===== src/rtl/sat_counter_table.sv =====
`default_nettype none
// ============================================================================
// Module   : sat_counter_table
// Purpose  : Table of saturating branch-direction counters with one
//            registered read (predict) port and one two-stage saturating
//            read-modify-write (train) port. A hardware sweep initialises
//            every entry after reset or a synchronous clear.
// Options  : SAT_COUNTER_TABLE_BYPASS_EN - forwards the in-flight update
//            result to a read of the same index in the same cycle.
// Revision : 1.0 - initial release
// ============================================================================
module sat_counter_table #(
    parameter int                   CTR_WIDTH   = 3,
    parameter int                   NUM_ENTRIES = 256,
    parameter int                   IDX_WIDTH   = $clog2(NUM_ENTRIES),
    parameter logic [CTR_WIDTH-1:0] INIT_VALUE  = {1'b1, {(CTR_WIDTH-1){1'b0}}}
) (
    input  logic                 clk,
    input  logic                 rst,
    input  logic                 clr,
    output logic                 ready,
    input  logic                 rd_en,
    input  logic [IDX_WIDTH-1:0] rd_idx,
    output logic [CTR_WIDTH-1:0] rd_data,
    output logic                 rd_pred,
    input  logic                 upd_en,
    input  logic [IDX_WIDTH-1:0] upd_idx,
    input  logic                 upd_taken
);

    localparam logic [0:0]           c_ST_INIT  = 1'b0;
    localparam logic [0:0]           c_ST_RUN   = 1'b1;
    localparam logic [CTR_WIDTH-1:0] c_CTR_MAX  = '1;
    localparam logic [CTR_WIDTH-1:0] c_CTR_MIN  = '0;
    localparam logic [CTR_WIDTH-1:0] c_CTR_ONE  = CTR_WIDTH'(1);
    localparam logic [IDX_WIDTH-1:0] c_IDX_ONE  = IDX_WIDTH'(1);
    localparam logic [IDX_WIDTH-1:0] c_LAST_IDX = IDX_WIDTH'(NUM_ENTRIES - 1);

    logic [0:0]           r_state;
    logic [IDX_WIDTH-1:0] r_sweep_ptr;
    logic                 r_ready;
    logic [CTR_WIDTH-1:0] r_rd_data;

    logic                 r_s1_valid;
    logic [IDX_WIDTH-1:0] r_s1_idx;
    logic                 r_s1_taken;

    logic [CTR_WIDTH-1:0] r_mem [NUM_ENTRIES];

    logic                 w_upd_accept;
    logic                 w_rd_accept;
    logic                 w_s1_commit;
    logic [CTR_WIDTH-1:0] w_s1_old;
    logic [CTR_WIDTH-1:0] w_s1_new;
    logic [CTR_WIDTH-1:0] w_rd_value;

    // A clear in the same cycle discards both the new request and the S1 write.
    assign w_upd_accept = upd_en & r_ready & ~clr;
    assign w_s1_commit  = r_s1_valid & ~clr;
    assign w_rd_accept  = rd_en & r_ready;

    // The array is read asynchronously, so an S1 write at the end of cycle N
    // is already visible to the S1 computation at N+1; back-to-back updates
    // to one index therefore chain without a separate forwarding register.
    assign w_s1_old = r_mem[r_s1_idx];

    // Saturating increment/decrement of the in-flight counter.
    always_comb begin
        w_s1_new = w_s1_old;
        if (r_s1_taken) begin
            if (w_s1_old != c_CTR_MAX) begin
                w_s1_new = w_s1_old + c_CTR_ONE;
            end
        end else begin
            if (w_s1_old != c_CTR_MIN) begin
                w_s1_new = w_s1_old - c_CTR_ONE;
            end
        end
    end

    // Read source: array contents, optionally overridden by the S1 result.
    always_comb begin
        w_rd_value = r_mem[rd_idx];
`ifdef SAT_COUNTER_TABLE_BYPASS_EN
        if (w_s1_commit && (r_s1_idx == rd_idx)) begin
            w_rd_value = w_s1_new;
        end
`endif
    end

    // Init/run sequencing: sweep pointer walks the table, then ready is raised.
    always_ff @(posedge clk or posedge rst) begin
        if (rst) begin
            r_state     <= c_ST_INIT;
            r_sweep_ptr <= '0;
            r_ready     <= 1'b0;
        end else if (clr) begin
            r_state     <= c_ST_INIT;
            r_sweep_ptr <= '0;
            r_ready     <= 1'b0;
        end else begin
            case (r_state)
                c_ST_INIT: begin
                    r_sweep_ptr <= r_sweep_ptr + c_IDX_ONE;
                    if (r_sweep_ptr == c_LAST_IDX) begin
                        r_state <= c_ST_RUN;
                        r_ready <= 1'b1;
                    end
                end
                default: begin
                    r_ready <= 1'b1;
                end
            endcase
        end
    end

    // Update stage S1: captures an accepted train request for the next cycle.
    always_ff @(posedge clk or posedge rst) begin
        if (rst) begin
            r_s1_valid <= 1'b0;
            r_s1_idx   <= '0;
            r_s1_taken <= 1'b0;
        end else begin
            r_s1_valid <= w_upd_accept;
            if (w_upd_accept) begin
                r_s1_idx   <= upd_idx;
                r_s1_taken <= upd_taken;
            end
        end
    end

    // Single array write port: sweep writes during init, S1 result in run.
    always_ff @(posedge clk) begin
        if (r_state == c_ST_INIT) begin
            r_mem[r_sweep_ptr] <= INIT_VALUE;
        end else if (w_s1_commit) begin
            r_mem[r_s1_idx] <= w_s1_new;
        end
    end

    // Registered read port; holds its value when no read is accepted.
    always_ff @(posedge clk or posedge rst) begin
        if (rst) begin
            r_rd_data <= '0;
        end else if (w_rd_accept) begin
            r_rd_data <= w_rd_value;
        end
    end

    assign ready   = r_ready;
    assign rd_data = r_rd_data;
    assign rd_pred = r_rd_data[CTR_WIDTH-1];

endmodule
`default_nettype wire


===== config.mk =====
export PLATFORM = sky130hd
export DESIGN_NAME = sat_counter_table
export DESIGN_NICKNAME = d
export VERILOG_FILES = /design/src/rtl/sat_counter_table.sv
export SDC_FILE = /design/constraint.sdc
export NUM_CORES = 1
export LEC_CHECK = 0
export CELL_PAD_IN_SITES_DETAIL_PLACEMENT = 0
export CELL_PAD_IN_SITES_GLOBAL_PLACEMENT = 1
export CORE_MARGIN = 1
export CORE_UTILIZATION = 30
export CTS_BUF_LIST = sky130_fd_sc_hd__clkbuf_8 sky130_fd_sc_hd__clkbuf_16
export DETAILED_ROUTE_END_ITERATION = 10
export GPL_TIMING_DRIVEN = 0
export PLACE_DENSITY_LB_ADDON = 0.1
export SETUP_SLACK_MARGIN = 0.3
export SLEW_MARGIN = 20
export SYNTH_ARGS = -nofsm -noshare
export SYNTH_HDL_FRONTEND = slang
export SYNTH_SLANG_ARGS = --single-unit

===== constraint.sdc =====
create_clock -name clk -period 29.8 [get_ports clk]
set_input_delay 4.47 -clock clk [delete_from_list [all_inputs] [get_ports clk]]
set_output_delay 4.47 -clock clk [all_outputs]
set_load 0.01 [all_outputs]

After elaboration in Yosys (flattened, before gate mapping)
Memories as Yosys holds them, arrays and structs flattened. A register that Yosys moved wholly into a read port is not among the register bits.
Index checks and enable logic that the tools add are counted.
{"block": "classes", "bitwise_logic": 5, "n_eq_ne": 3, "muxes": 18, "reduce_logical": 3, "add_sub_neg": 3}
{"cell": "two-way mux 8 bit", "n": 3}
{"cell": "two-way mux 3 bit", "n": 4}
{"cell": "two-way mux 1 bit", "n": 11}
{"cell": "adder 8 x 1 -> 8 bit (second input constant)", "n": 1}
{"cell": "== test 8 bit (second input constant)", "n": 1}
{"cell": "nonzero test 3 bit", "n": 2}
{"cell": "bitwise AND 1 bit", "n": 4}
{"cell": "adder 3 x 1 -> 3 bit (second input constant)", "n": 1}
{"cell": "inequality test 3 bit (second input constant)", "n": 1}
{"cell": "OR reduction 3 bit", "n": 1}
{"cell": "subtractor 3 x 1 -> 3 bit (second input constant)", "n": 1}
{"cell": "inequality test 2 bit (second input constant)", "n": 1}
{"cell": "inverter 1 bit", "n": 1}
{"block": "word_totals", "in_bits": 22, "output_inout_bits": 5, "ramBits": 768, "ff_bits": 20, "memories": 1}
{"name": "r_mem", "depth": 256, "width": 3, "rd": 2, "rd_clocked_by_memory_dff": 1, "wr": 1, "line": "48", "source": "logic [CTR_WIDTH-1:0] r_mem [NUM_ENTRIES];"}

Logic depth before layout (Yosys ltp)
Gate-level depths: netlist of run 1.
{"block": "logic_depth", "word_depth": 7, "depth_mapped": 19, "mapped_depth_nobuf": 12}

Worst setup path before layout of run 1
Ideal clock, no wire load.
{"block": "synth_timing", "path_type": "register -> register", "startpoint": "reg r_s1_idx[1]", "endpoint": "mem r_mem[0][2] (data pin)", "path_buffers": 6, "arrival_time_ns": 12.654, "stages_incl_launch_ff": 19, "setup_ns": 2.187, "path_slack_ns": 14.960, "period_less_slack_ns": 14.840, "cell_sequence": "dfrtp_1 > buf_4 > buf_6 > buf_6 > buf_6 > buf_6 > buf_8 > mux2i_1 > a221oi_1 > o21ai_0 > a32oi_1 > o32ai_1 > nor3_1 > inv_1 > ha_1 > inv_1 > ha_1 > nor2_1 > o21ai_0"}
{"block": "synth_between", "elab_chain_len": 5}
{"item": "from (decl)", "line": "45", "source": "logic [IDX_WIDTH-1:0] r_s1_idx;"}
{"item": "from (signal assigned)", "line": "126", "source": "r_s1_idx <= upd_idx;"}
{"item": "memory (256 x 3 bit) (*)"}
{"item": "subtractor 3 x 1 -> 3 bit (tied with other cells)", "line": "76", "source": "w_s1_new = w_s1_old - c_CTR_ONE;"}
{"item": "two-way mux 3 bit, on equally long branches", "line": "75, 71"}
{"item": "two-way mux 3 bit (*)", "line": "70", "source": "if (r_s1_taken) begin"}
{"item": "two-way mux 3 bit (no source line) (*)"}
{"item": "to (decl)", "line": "48"}
Mark *: on every way between the ends. The rest lies on a longest branch, timed or not.

==> results of run 1 <==
state kept, by name, indices dropped and copies added, names as in the netlist:
register and flops:
rd_data 3, r_sweep_ptr 8, r_s1_taken 1, ready 1
r_s1_idx 8, r_s1_valid 1, r_state 1, r_mem 768
cells by family after synthesis:
group	after synthesis
compound gates	142
xor+xnor	7
fa+ha+maj	5
buf+inv	184
flops	791
mux	510
simple gates	456
cell usage after synthesis, drive strengths merged (4+ instances only):
cell	count	area (um2)
a2111oi	9	85.1
a211oi	8	60.1
a21oi	13	65.1
a221oi	11	103
a22oi	14	105
a31o	4	35.0
a31oi	8	50.1
and2	7	43.8
and3	9	56.3
buf	88	593
clkbuf	82	308
dfrtp	23	576
edfxtp	768	23100
ha	5	62.6
inv	14	52.6
mux2	8	90.1
mux2i	73	731
mux4	429	9660
nand2	77	289
nand2b	5	31.3
nand3	25	125
nand3b	7	52.6
nor2	290	1090
nor2b	14	87.6
nor3	7	35.0
nor4	5	31.3
o211ai	4	30.0
o21ai	28	140
o221ai	9	78.8
o22ai	6	37.5
o2bb2ai	6	52.6
o31ai	9	67.6
xor2	6	52.6
tightest hold or removal path: cells and delay by family, from the launching register on:
| kind | cells | cell delay, ns |
|---|---|---|
| compound gates | 1 | 0.06 |
| flops | 1 | 0.35 |
| simple gates | 1 | 0.05 |
metal layers:
layer | share of wire (%) | vias to the layer above
met2 | 48 | 1352
li1 | - | 9091
met4 | 3.0 | 2
met3 | 7.7 | 205
met1 | 42 | 13200
met5 | 0.011 | -
worst min-delay path by stage:
stage,from,cells past startpoint,end
2_1_floorplan,rd_data[0],2,rd_data[0]
3_3_place_gp,rd_data[1],2,rd_data[1]
3_5_place_dp,rd_data[1],2,rd_data[1]
4_1_cts,rd_data[1],2,rd_data[1]
5_1_grt,rd_data[1],2,rd_data[1]
6_report,rd_data[0],2,rd_data[0]
through the flow:
step / util [%] / setup slack [ns]
CTS: 35.3 / 21.58
detailed placement: 33.0 / 20.83
global placement: 32.1 / -1.09
finish: 35.3 / 21.50
floorplan: - / 14.96
global route: 35.3 / 21.47
where the power goes:
group	leakage, nW	internal [mW]	switching, mW	total, mW
logic	5.08	0.142	0.289	0.431
registers	7.92	1.21	0.00527	1.21
clock network	1.50	0.639	0.474	1.11
final cells by class:
type                    count  area [um2]  area share, %
well taps                1650        2060           4.64
repair buffers             64        1300           2.92
diodes                      2        5.00         0.0112
flip-flops and latches    791       23600           53.1
multi-input cells        1120       13600           30.6
clock buffers              96        2370           5.32
plain buffers             170         947           2.13
clock inverters            67         518           1.16
inverters                  14        52.6          0.118
==> reports/qor.yml, run 1 <==
floorplanning:
  start_util_pct: 30.3
  die_w_um: 359
  io_pins: 27
  design.core.area_um2: 126000
  row_count: 130
  die_area_um2: 129000
  die_h_um: 359
yosys:
  syn_avg_cell_area_um2: 18.2
  syn_nets: 2122
  ys_async_sr_fraction_pct: 2.91
  synth.mux.area_fraction_pct: 27.5
  synth-seq-area-share_pct: 62.0
  synthSimpleGateAreaFrac_pct: 5.01
  yosys_most_used_dff: "edfxtp_1"
  syn_area_um2: 38100
  synth-compound-area-share_pct: 2.69
  synth_edf_count: 768
  synth_warnings: 0
  synth_fa_ha_area_share_pct: 0.164
  ys_ff_latch: 791
  ys_types: 59
  synth_xor_area_share_pct: 0.161
  synth_top_family_by_area: "multiplexers"
  synthCells: 2095
setup_path:
  regToRegStartpoint: "r_s1_idx[1]"
  critical_path.max_stage_delay_ns: 0.67
  crit_slowest_cell: "clkbuf_1"
  startpoint_type: "primary input"
  r2r-end: "r_mem[90][0]"
  setup.worst_path.class: "primary input to flip-flop"
  worstPathCellList: "clkbuf_1, clkbuf_1, buf_2, mux4_2, mux4_2, mux4_2, mux2i_1, nor2_1, a21oi_1, o21ai_1"
  cp-end-kind: "flip-flop"
  required_ns: 30.37
  crit_fanout: 10
  cp.depth: 10
  worst_r2r_path_depth: 19
  regToRegSetupSlack_ns: 22.42
  crit_path_end: "rd_data[1]"
  critPathArrivalTime_ns: 8.87
  path_common_cell: "mux4_2"
  crit_buf_inv: 3
  critPathLaunch: "rd_idx[0]"
  critical-path-top-delay-family: "multiplexers"
power:
  leakage_nw: 14.5
  power_mw: 2.75
  vdd.ir_drop.worst_mv: 0.0359
  power_density_nw_per_um2: 61.9
hold_path:
  min_path_type: "flip-flop to flip-flop"
grt:
  globalRouteMet3Util_pct: 4.26
  grt_start_max_net_pins: 33
  busiest_layer: "met2"
  overflow: 0
  grt_pass1_wl_mm: 222
  antenna_found_initial: 7
  grtUsageMet2_pct: 42.6
  grt_pass1_vias: 23800
  grt_util_met1_pct: 36.4
  gr-usage-all-layers_pct: 26.4
finish:
  fillers: 11800
  fin_cells: 3974
  area_growth_pct: 16.7
  fin_area_um2: 44500
  final_common_cell: "edfxtp_1"
  layout.nets: 2277
  final_cell_mix: "edfxtp_1, mux4_2, nor2_1, clkbuf_16, nand2_1"
  drive_gt1_share_pct: 31.7
job:
  drv_cap: 0
clock_network:
  cts_resized: 0
  cts_sinks: 791
  cts_buffers: 89
  postCtsSetupRepairBufs: 0
  cts_hold_buf: 0
  tritoncts: "built"
  clk_path_buf_depth: 3
  root_buffer: "clkbuf_16"
  insertion_delay_ns: 0.71
  htreeDepth: 3
  clk_pin_slew_ns: 0.05
timing:
  timing.hold.ws_ns: 0.498
  worstMarginPinSlew_ns: 1.28
  timing.slew.headroom_pct: 13.8
  max_freq_mhz: 120
  finalClockSkew_ns: 0.0336
  drv_slew: 0
  setup_viol: 0
  period_share_pct: 27.8
  rsz0062_at_grt: "false"
  fin_crit_ns: 8.30
  hold_violations: 0
  finalSetupTns_ns: 0
detailed_routing:
  drtAntennaViolNets: 0
  drcViolationCount: 0
  drt-total-wl_mm: 169
  vias: 23900
  drt_pass1_iterations: 6
  post_drt_wl_per_cell_um: 42.5
  drt_iter0_drc: 3388
  via_per_inst: 6.01
placement:
  post-dp-hpwl_mm: 123
  place.gp.congestion: 0.954
  dpl-instance-area_um2: 41600
  placedCellCount: 3809
  numPortBuffers: 21
run_status:
  status: "completed"
Power figures use the tool's default switching activity.
==> inputs of run 2 (changes only) <==
==> constraint.sdc (replaced) <==
create_clock -name clk -period 8.4 [get_ports clk]
set_input_delay 1.26 -clock clk [delete_from_list [all_inputs] [get_ports clk]]
set_output_delay 1.26 -clock clk [all_outputs]
set_load 0.01 [all_outputs]
==> run 2 against run 1 <==
Net effect:
- combinational power grew to 3.5 times the previous value
- core utilization rose by 0.17 points
- setup slack worse by 21 ns
- hold slack gained 0.0087 ns
- cell count about the same
- critical path depth increased by 10
- die area did not move
- flip-flop and latch count unchanged
- global-route usage rose by 0.080 points
- routed wire length is 0.14% higher
- first-iteration DRC count decreased by 1.2%
- critical path type is now flip-flop to flip-flop
==> reports/qor.yml, run 2 (synthesized netlist as in run 1, its figures left out) <==
hold_path:
  whs_endpoint: "rd_data[0]"
  min_from: "rd_data[0]"
  min_path_type: "flip-flop to flip-flop"
  hold_depth: 2  # unchanged
timing:
  worstMarginPinSlew_ns: 1.29  # +0.00499 ns
  hold_violations: 0  # unchanged
  period_share_pct: 92.0
  rsz0062_at_grt: "false"
  drv_slew: 0  # unchanged
  setup_viol: 0  # unchanged
  max_freq_mhz: 129
  fin_crit_ns: 7.73
  finalClockSkew_ns: 0.0340  # +0.000378 ns
  timing.slew.headroom_pct: 13.3  # -0.51 points
  setup_ws_ns: 0.670  # -20.83 ns
finish:
  reg_top3: "r_mem x768, r_s1_idx x8, r_sweep_ptr x8"
  area_growth_pct: 17.2
  largest_register: "r_mem"
  drive_gt1_share_pct: 31.8  # +0.13 points
  final_common_cell: "edfxtp_1"
  fin_cells: 3976  # +0.050%
  layout.nets: 2278  # +0.044%
  final_cell_mix: "edfxtp_1, mux4_2, nor2_1, clkbuf_16, nand2_1"
  largest_reg_flops: 768  # unchanged
clock_network:
  postCtsSetupRepairBufs: 0  # unchanged
  htreeDepth: 3  # unchanged
  clk_path_buf_depth: 3  # unchanged
  cts_buffers: 89  # unchanged
  clk_pin_slew_ns: 0.06  # about the same
  tritoncts: "built"
  root_buffer: "clkbuf_16"
  cts_resized: 0  # unchanged
  cts_hold_buf: 0  # unchanged
  cts_sinks: 791  # unchanged
  insertion_delay_ns: 0.70  # about the same
floorplanning:
  design.core.area_um2: 126000  # unchanged
  start_util_pct: 30.3  # unchanged
  die_area_um2: 129000  # unchanged
  die_h_um: 359  # unchanged
  die_w_um: 359  # unchanged
  row_count: 130  # unchanged
  io_pins: 27  # unchanged
power:
  power_density_nw_per_um2: 224  # +260%
  vdd.ir_drop.worst_mv: 0.119  # +230%
  leakage_nw: 14.6  # +0.46%
setup_path:
  critical_path.max_stage_delay_ns: 0.80  # +0.13 ns
  required_ns: 8.92  # -21.45 ns
  cp-end-kind: "flip-flop"
  crit_fanout: 29  # +19
  worstPathCellList: "buf_4, buf_4, buf_2, buf_2, nand3_1, o22ai_1, a2111oi_0, a221oi_1, o41ai_1, nor3_1, ha_1, inv_1, nor4_1, mux2i_1, a21oi_4, buf_16, buf_16, buf_16, buf_16, buf_8"
  worst_r2r_path_depth: 20  # +1
  startpoint_type: "flip-flop"
  regToRegSetupSlack_ns: 0.67  # -21.75 ns
  setup.worst_path.class: "flip-flop to flip-flop"
  crit_slowest_cell: "a221oi_1"
  crit_buf_inv: 10  # +7
  r2r-end: "r_mem[32][1]"
  critPathArrivalTime_ns: 8.25  # -0.62 ns
  critical-path-top-delay-family: "buffers and inverters"
  path_common_cell: "buf_16"
  regToRegStartpoint: "r_s1_idx[1]"
job:
  drv_cap: 0  # unchanged
placement:
  pre_cts_ws_ns: 0.963  # -19.87 ns
  place.gp.congestion: 0.933  # -2.2%
  numPortBuffers: 21  # unchanged
  post-dp-hpwl_mm: 123  # +0.26%
  placedCellCount: 3809  # unchanged
grt:
  antenna_found_initial: 13  # +6
  gr-usage-all-layers_pct: 26.5  # +0.080 points
  grt_start_max_net_pins: 33  # unchanged
  grt_pass1_wl_mm: 224  # +0.97%
  grt_pass1_vias: 24100  # +1.3%
  overflow: 0  # unchanged
detailed_routing:
  vias: 24100  # +0.80%
  drcViolationCount: 0  # unchanged
  via_per_inst: 6.06  # +0.75%
  drtAntennaViolNets: 0  # unchanged
  drt_iter0_drc: 3347  # -1.2%
  post_drt_wl_per_cell_um: 42.5  # about the same
  drt-total-wl_mm: 169  # +0.14%
  drt_pass1_iterations: 5  # -1
run_status:
  status: "completed"
## run 2: cell types whose count changed in the layout (fill, tap and decap cells not counted), moves of 3 or more
cell,before,now
buf_12,5,2
buf_16,34,38
bufinv_16,8,16
clkbuf_8,3,0
clkinv_1,14,19
clkinv_2,13,10
inv_1,36,28
## run 2: area by class of cell
class | count | area [um2]
Timing Repair Buffer | 65 | 1340
Antenna cell | 4 | 10.0
Sequential cell | 791 | 23600
Tap cell | 1650 | 2060
Clock buffer | 91 | 2280
Multi-Input combinational cell | 1120 | 13600
Inverter | 14 | 52.6
Fill cell | 11800 | 81200
Buffer | 170 | 947
Clock inverter | 71 | 777
## run 2: power breakdown
group          internal [mW]  switching, mW  total, mW  leakage [nW]
Combinational          0.502           1.03       1.53          5.10
Sequential              4.28         0.0177       4.29          7.92
Clock                   2.46           1.71       4.17          1.55
Total                   7.24           2.76       10.0          14.6
## run 2: worst register-to-register path: cells and delay by family, from the launching register on
kind / cells / cell delay (ns)
AO/OA/AOI/OAI: 5 / 2.12
adder cells (fa/ha/maj): 1 / 0.25
multiplexers: 1 / 0.22
buffers and inverters: 10 / 3.00
AND/OR/NAND/NOR: 3 / 1.61
flip-flops: 1 / 0.35
## run 2: metrics by stage
stage | power (mW) | instance area (um2) | TNS, ns | util, % | hold slack (ns)
global placement | 5.87 | 40400 | -4468.79 | 32.1 | 0.493
floorplan | 5.14 | 38200 | 0 | - | 0.521
CTS | 10.0 | 44700 | 0 | 35.5 | 0.518
finish | 10.0 | 44700 | 0 | 35.5 | 0.507
global route | 10.2 | 44700 | 0 | 35.5 | 0.552
detailed placement | 5.88 | 41600 | 0 | 33.1 | 0.505
## run 2: worst max-delay path by stage
stage / slack [ns] / end / from / depth (start not counted)
3_5_place_dp: 0.96 / r_mem[59][1] / r_s1_idx[2] / 20
6_report: 0.67 / r_mem[32][1] / r_s1_idx[1] / 20
4_1_cts: 0.91 / r_mem[32][1] / r_s1_idx[2] / 20
5_1_grt: 0.62 / r_mem[34][1] / r_s1_idx[1] / 20
3_3_place_gp: -7.03 / r_mem[50][0] / r_s1_idx[2] / 14
2_1_floorplan: 0.68 / r_mem[0][0] / r_s1_idx[1] / 17
## run 2: metal layers
| layer | vias up | GRT usage, % | share of wire (%) |
|---|---|---|---|
| met5 | - | 0 | 0 |
| met4 | 0 | 10.4 | 4.1 |
| met3 | 242 | 3.92 | 7.3 |
| met2 | 1244 | 41.6 | 47 |
| met1 | 13500 | 36.9 | 42 |
| li1 | 9082 | - | - |
